## src/rtl/mux_nx1_rr.sv

```systemverilog
// N-input registered data selector with valid/ready on every channel and on the output.
// Define MUX_RR_EN to build round-robin mode and its pointer; otherwise mode is ignored (direct select only).
module mux_nx1_rr #(
   parameter int WIDTH = 32,
   parameter int N     = 4,
   parameter int SELW  = 2
) (
   input  logic                 clk,
   input  logic                 rst_n,
   input  logic                 mode,
   input  logic [SELW-1:0]      sel,
   input  logic [N-1:0]         in_valid,
   input  logic [N*WIDTH-1:0]   in_data,
   output logic [N-1:0]         in_ready,
   output logic [WIDTH-1:0]     out_data,
   output logic [SELW-1:0]      out_ch,
   output logic                 out_valid,
   input  logic                 out_ready
);

   logic [WIDTH-1:0] r_outData;
   logic [SELW-1:0]  r_outCh;
   logic             r_outValid;

   logic             w_load;
   logic             w_directHit;
   logic             w_chosen;
   logic [SELW-1:0]  w_ch;
   logic [WIDTH-1:0] w_selData;
   logic             w_rrMode;
   logic             w_rrFound;
   logic [SELW-1:0]  w_rrCh;

`ifdef MUX_RR_EN
   logic [SELW-1:0]  r_ptr;
   logic [N-1:0]     w_rot;
   logic [SELW-1:0]  w_rrOff;
   logic [SELW:0]    w_rrSum;
   logic [SELW:0]    w_ptrInc;
   logic [SELW-1:0]  w_ptrNext;

   assign w_rrMode = mode;

   // Rotate requests so bit 0 is the pointer position; the lowest set bit is the winner.
   always_comb begin
      w_rot     = N'({in_valid, in_valid} >> r_ptr);
      w_rrFound = 1'b0;
      w_rrOff   = '0;
      for (int j = N - 1; j >= 0; j--) begin
         if (w_rot[j]) begin
            w_rrFound = 1'b1;
            w_rrOff   = SELW'(j);
         end
      end
      w_rrSum = {1'b0, r_ptr} + {1'b0, w_rrOff};
      if (w_rrSum >= (SELW+1)'(N))
         w_rrSum = w_rrSum - (SELW+1)'(N);
      w_rrCh    = w_rrSum[SELW-1:0];
      w_ptrInc  = {1'b0, w_rrCh} + (SELW+1)'(1);
      w_ptrNext = (w_ptrInc >= (SELW+1)'(N)) ? '0 : w_ptrInc[SELW-1:0];
   end

   always_ff @(posedge clk) begin
      if (!rst_n)
         r_ptr <= '0;
      else if (w_load && w_rrMode && w_rrFound)
         r_ptr <= w_ptrNext;
   end
`else
   logic w_unusedMode;
   assign w_unusedMode = mode;
   assign w_rrMode     = 1'b0;
   assign w_rrFound    = 1'b0;
   assign w_rrCh       = '0;
`endif

   always_comb begin
      w_load      = !r_outValid || out_ready;
      w_directHit = 1'b0;
      for (int i = 0; i < N; i++) begin
         if (SELW'(i) == sel && in_valid[i])
            w_directHit = 1'b1;
      end
      if (w_rrMode) begin
         w_chosen = w_rrFound;
         w_ch     = w_rrCh;
      end else begin
         w_chosen = w_directHit;
         w_ch     = sel;
      end
      w_selData = '0;
      for (int i = 0; i < N; i++) begin
         if (SELW'(i) == w_ch)
            w_selData = in_data[i*WIDTH +: WIDTH];
      end
      for (int i = 0; i < N; i++)
         in_ready[i] = rst_n && w_chosen && w_load && (w_ch == SELW'(i));
   end

   // Empty loads clear valid but keep the last word and channel.
   always_ff @(posedge clk) begin
      if (!rst_n) begin
         r_outValid <= 1'b0;
         r_outData  <= '0;
         r_outCh    <= '0;
      end else if (w_load) begin
         r_outValid <= w_chosen;
         if (w_chosen) begin
            r_outData <= w_selData;
            r_outCh   <= w_ch;
         end
      end
   end

   assign out_data  = r_outData;
   assign out_ch    = r_outCh;
   assign out_valid = r_outValid;

endmodule

```

## config.mk

```make
export PLATFORM = sky130hd
export DESIGN_NAME = mux_nx1_rr
export DESIGN_NICKNAME = d
export VERILOG_FILES = /design/src/rtl/mux_nx1_rr.sv
export SDC_FILE = /design/constraint.sdc
export NUM_CORES = 1
export LEC_CHECK = 0
export ABC_AREA = 1
export BUFFER_PORTS_ARGS = -buffer_cell sky130_fd_sc_hd__buf_2
export CAP_MARGIN = 15
export CELL_PAD_IN_SITES_DETAIL_PLACEMENT = 1
export CELL_PAD_IN_SITES_GLOBAL_PLACEMENT = 2
export CORE_MARGIN = 8
export CORE_UTILIZATION = 15
export DETAILED_ROUTE_END_ITERATION = 16
export HOLD_SLACK_MARGIN = 0.15
export PLACE_DENSITY = 0.75
export RECOVER_POWER = 50
export SLEW_MARGIN = 20
export SYNTH_ARGS = -nofsm -noshare
export SYNTH_HDL_FRONTEND = slang
export SYNTH_SLANG_ARGS = --single-unit
```

## constraint.sdc

```tcl
create_clock -name clk -period 1.2 [get_ports clk]
set_input_delay 0.18 -clock clk [delete_from_list [all_inputs] [get_ports clk]]
set_output_delay 0.18 -clock clk [all_outputs]
set_load 0.05 [all_outputs]
```

==> impl_metrics.py, run 1 <==
metrics = {
    "clocking": {
        "worstSkewPairLatency_ps": 280,
        "cts_root_buffer": "clkbuf_16",
        "cts_buffers": 5,
        "cts_buffer_depth": 2,
        "path_clk_slew_ps": 60,
        "cts_tree": "done",
        "clock-sinks": 35,
        "cts_max_level": 2,
    },
    "route": {
        "ant_nets": 0,
        "routed_via_density": 4.05,
        "drtPass1Iterations": 4,
        "drt_iter0_drc": 32,
        "drt-total-wl_mm": 11.7,
        "vias": 3227,
        "wl_per_cell_um": 14.7,
        "drc": 0,
    },
    "sta": {
        "setup_viol": 36,
        "fmax_mhz": 733,
        "fin_crit_sh_pct": 114,
        "setup-tns-final_ps": -4180,
        "setup_slack_ps": -164,
        "tightest_slew_ps": 413,
        "period_needed_ps": 1360,
        "slew_headroom_pct": 72.5,
        "rsz0062_at_grt": "true",
        "finalMaxSlewViolations": 0,
        "whs_ps": 227,
        "fin_skew_ps": 2.26,
        "finalHoldViolCount": 0,
    },
    "worst_setup_path": {
        "slowest_stage": "dfxtp_4",
        "setup.worst_path.start_class": "flip-flop",
        "worstSetupPathType": "reg2out",
        "cpMostUsedCell": "nor2_4",
        "crit_fanout": 4,
        "end_kind": "output port",
        "cpPeakStageDelay_ps": 350,
        "r2r_setup_slack_ps": -140,
        "path_cells": "inv_4 -> nor2_4 -> nor2_4 -> nand2_4 -> nor2_4 -> buf_8",
        "critPathArrivalTime_ps": 1180,
        "crit_required_ps": 1020,
    },
    "synthesis": {
        "ys_warn_count": 0,
        "avgSynthCellArea_um2": 5.41,
        "syn_area_um2": 2250,
        "ys_types": 13,
        "ys_seq_area_share_pct": 31.1,
        "ys_seq_elements": 35,
        "synth_cells": 416,
        "syn-num-nets": 554,
    },
    "global_route": {
        "grt-ovfl-total": 0,
        "grt.total_usage_pct": 11.4,
        "antenna_found_initial": 0,
        "first_global_vias": 3525,
        "grt_max_degree": 36,
        "grt_first_pass_wirelength_mm": 18.3,
    },
    "pwr": {
        "power_switching_share_pct": 38.8,
        "leakage_nw": 2.13,
        "power_density_nw_per_um2": 1120,
        "clockPowerShare_pct": 27.6,
        "p_comb_share_pct": 42.6,
        "total_power_mw": 4.56,
        "peakVddDrop_mv": 0.483,
        "intPower_mw": 2.79,
        "power.switching_mw": 1.77,
        "pwr-share-seq_pct": 29.8,
    },
    "status": {
        "status": "finished with violations",
        "violations": "negative setup slack",
    },
    "cells_and_area": {
        "final_cell_mix": "184 x nand2_1, 154 x buf_2, 57 x nor2_1",
        "area_delta_synth_final_pct": 80.5,
        "stdcell_count": 796,
        "drive_gt1_share_pct": 42.3,
        "layout_commonest_cell": "nand2_1",
        "fin_nets": 749,
        "n_antenna_cell": 0,
    },
    "place": {
        "gp_congestion": 0.754,
        "port_buffers": 175,
        "dp_hpwl_mm": 8.59,
        "pre_cts_slack_ps": -427,
        "dp.cells": 771,
    },
    "hold_path": {
        "min-delay-path-class": "in2reg",
    },
    "floorplanning": {
        "io_pins": 177,
        "start_util_pct": 15.4,
        "row_count": 44,
        "core_um2": 14600,
        "die-width_um": 139,
        "die_area_um2": 19200,
        "die_y_um": 139,
    },
    "flow_run": {
        "max_cap_violations": 0,
    },
}
[power by group through the flow]
stage          sequential (mW)  clock [mW]  combinational [mW]
2_1_floorplan             1.84           0               0.586
3_3_place_gp              1.37           0                1.60
3_5_place_dp              1.38           0                1.63
4_1_cts                   1.36        1.33                1.83
5_1_grt                   1.38        1.38                2.12
6_report                  1.36        1.26                1.94
[registers in the layout (all words and copies together), names as in the netlist]
name and cells:
out_ch 2, out_data 32, out_valid 1
[Yosys cell counts]
cell | count | area (µm²)
a21boi_0 | 1 | 7.51
buf_1 | 3 | 11.3
buf_2 | 12 | 60.1
clkbuf_1 | 7 | 26.3
dfxtp_1 | 35 | 701
inv_1 | 41 | 154
inv_2 | 1 | 3.75
nand2_1 | 200 | 751
nand3_1 | 5 | 25.0
nand4_1 | 32 | 200
nor2_1 | 77 | 289
nor2_2 | 1 | 6.26
o21ai_4 | 1 | 16.3
[area by class of cell]
class,count,area [µm²]
clock buffers,7,133
clock inverters,1,5.00
fillers,1892,10500
inverters,42,163
multi-input cells,317,1480
flip-flops and latches,35,704
well taps,184,230
repair buffers,210,1350
[layer usage]
layer	global-route usage [%]	share of wire, %	vias up
li1	-	-	1651
met1	12.3	41	1467
met2	21.0	52	103
met3	3.87	6.1	6
met4	2.17	0.78	0
met5	0	0	-
[critical path, delay by kind of cell (launching register included)]
kind                   cells  cell delay, ps
AND/OR/NAND/NOR            4             370
flip-flops                 1             350
buffers and inverters      2             200
[cell families (layout without fill, tap and decap cells)]
logic type	Yosys count	count (layout)	synth area share, %
compound gates	2	2	1.06
buf+inv	64	260	11.3
flops	35	35	31.1
simple gates	315	315	56.5
[path summary, 6_finish.rpt]
kind	start	endpoint	depth (start not counted)
hold / removal	in_data[53]	out_data[21]	5
setup reg to reg	out_valid	out_data[13]	10
hold reg to reg	out_ch[0]	out_ch[0]	2
setup / recovery	out_valid	in_ready[0]	6
[repair_timing]
action | in CTS | in global routing
endpoints found under the setup margin | 36 | 36
setup buffers | 6 | 9
resized for setup | 24 | 48
pin swaps | 6 | 27
hold buffers | 0 | 0
cloned | 4 | 4
hold endpoints to repair | 0 | 0
[per-stage QoR]
step	instance area [µm²]	utilization (%)
after floorplan	2320	-
after global placement	3510	24.0
final	4060	27.8
after detailed placement	3510	24.0
after global routing	4060	27.8
after CTS	3870	26.6
(Power assumes the default switching activity.)
==> inputs of run 2 (changes only) <==
--- a/config.mk
+++ b/config.mk
@@ -10,6 +10,7 @@
 export CAP_MARGIN = 15
 export CELL_PAD_IN_SITES_DETAIL_PLACEMENT = 1
 export CELL_PAD_IN_SITES_GLOBAL_PLACEMENT = 2
+export CORE_ASPECT_RATIO = 0.5
 export CORE_MARGIN = 8
 export CORE_UTILIZATION = 15
 export DETAILED_ROUTE_END_ITERATION = 16
==> impl_metrics.py, run 2 (synthesized netlist as in run 1, its figures left out) <==
metrics = {
    "pwr": {
        "pwr-share-seq_pct": 28.2,
        "intPower_mw": 3.04,
        "leakage_nw": 2.16,
        "peakVddDrop_mv": 0.436,
        "power_switching_share_pct": 37.1,
        "power.switching_mw": 1.79,
        "power_density_nw_per_um2": 1180,
        "p_comb_share_pct": 39.4,
        "clockPowerShare_pct": 32.5,
    },
    "place": {
        "dp.cells": 788,
        "place_area_um2": 3530,
        "dp_hpwl_mm": 9.05,
        "port_buffers": 175,
        "gp_congestion": 0.710,
        "pre_cts_slack_ps": -350,
    },
    "worst_setup_path": {
        "path_cells": "inv_4 -> nor2_4 -> nor2_4 -> nand2_4 -> nor2_4 -> buf_8",
        "path_buf_inv": 2,
        "r2r_setup_slack_ps": -190,
        "end_kind": "output port",
        "crit_required_ps": 1020,
        "slowest_stage": "dfxtp_4",
        "crit_fanout": 4,
        "worstSetupPathType": "reg2out",
        "critPathArrivalTime_ps": 1220,
        "crit_family": "simple AND/OR/NAND/NOR gates",
        "setup.worst_path.start_class": "flip-flop",
        "cpMostUsedCell": "nor2_4",
        "cpPeakStageDelay_ps": 350,
    },
    "sta": {
        "setup_slack_ps": -198,
        "fmax_mhz": 715,
        "slew_headroom_pct": 79.4,
        "finalHoldViolCount": 0,
        "tightest_slew_ps": 310,
        "finalMaxSlewViolations": 0,
        "fin_skew_ps": 6.12,
        "rsz0062_at_grt": "true",
        "fin_crit_sh_pct": 116,
        "period_needed_ps": 1400,
        "setup_viol": 36,
    },
    "route": {
        "drt_iter0_drc": 84,
        "wl_per_cell_um": 14.8,
        "ant_nets": 0,
        "drtPass1Iterations": 4,
        "drt-total-wl_mm": 12.0,
        "routed_via_density": 4.01,
        "drc": 0,
        "vias": 3253,
    },
    "cells_and_area": {
        "multi_input_area_um2": 1430,
        "drive_gt1_share_pct": 41.5,
        "fin_area_um2": 4070,
        "layout_commonest_cell": "nand2_1",
        "n_antenna_cell": 0,
        "fin_nets": 751,
        "largest_reg_flops": 32,
        "area_delta_synth_final_pct": 81.0,
        "postLayoutCoreUtil_pct": 27.9,
        "final_cell_mix": "197 x nand2_1, 152 x buf_2, 51 x nor2_1",
        "stdcell_count": 812,
        "seq_area_um2": 704,
        "fillCellCount": 1933,
    },
    "floorplanning": {
        "row_count": 31,
        "start_util_pct": 15.4,
        "die_area_um2": 19400,
        "die_y_um": 103,
        "die-width_um": 189,
        "io_pins": 177,
        "core_um2": 14600,
    },
    "clocking": {
        "cts_buffer_depth": 2,
        "cts_root_buffer": "clkbuf_16",
        "cts_hold_buffers": 0,
        "cts_buffers": 5,
        "cts_max_level": 2,
        "worstSkewPairLatency_ps": 290,
        "clock-sinks": 35,
        "cts_tree": "done",
        "path_clk_slew_ps": 60,
    },
    "global_route": {
        "grt_max_degree": 36,
        "first_global_vias": 3619,
        "grt-ovfl-total": 0,
        "grt_first_pass_wirelength_mm": 18.2,
        "antenna_found_initial": 0,
        "grt.total_usage_pct": 11.9,
    },
    "hold_path": {
        "min-delay-path-class": "in2reg",
    },
    "status": {
        "violations": "negative setup slack",
        "status": "finished with violations",
    },
    "flow_run": {
        "max_cap_violations": 0,
    },
}
-- run 2: what timing repair did --
action,4_1_cts,5_1_grt
pin swaps,5,18
endpoints found under the setup margin,36,36
buffers inserted,10,5
gates cloned,5,3
gates resized for setup,44,21
-- run 2: area by class of cell --
type,count,share of cell area [%]
timing repair buffer,212,33.3
tap,198,6.08
inverter,42,3.99
sequential,35,17.3
clock buffer,6,3.41
clock inverter,2,0.860
multi-input combinational,317,35.0
-- run 2: worst register-to-register path, cell delays in order, from the launching register on --
cell,delay (ps)
dfxtp_4,360
inv_4,40
nor2_4,140
buf_6,120
inv_4,30
o21ai_4,100
buf_6,180
buf_12,110
buf_16,120
nor2_2,40
nor2_1,80
-- run 2: layer usage --
layer / wire [µm] / global-route usage [%]
met1: 4600 / 12.0
met2: 6800 / 24.1
met3: 447 / 2.80
met4: 181 / 3.52
met5: 0 / 0
-- run 2: power groups by stage --
stage / clock, mW / sequential (mW) / combinational (mW)
2_1_floorplan: 0 / 1.84 / 0.586
3_3_place_gp: 0 / 1.38 / 1.62
3_5_place_dp: 0 / 1.38 / 1.64
4_1_cts: 1.64 / 1.36 / 1.92
5_1_grt: 1.69 / 1.38 / 2.08
6_report: 1.57 / 1.36 / 1.90
-- run 2: final timing paths --
path	from	to	cells after the start
worst max register to register	out_valid	out_data[23]	10
worst min register to register	out_ch[1]	out_ch[1]	2
worst max-delay path	out_valid	in_ready[0]	6
worst min-delay path	in_data[43]	out_data[11]	5
-- run 2: stage by stage --
stage / power (mW) / setup TNS [ps] / hold WS, ps
floorplan: 2.42 / -669 / 402
finish: 4.83 / -4900 / 225
CTS: 4.92 / -6040 / 222
detailed placement: 3.02 / -7150 / 493
global placement: 3.00 / -6190 / 473
global route: 5.14 / -7570 / 241
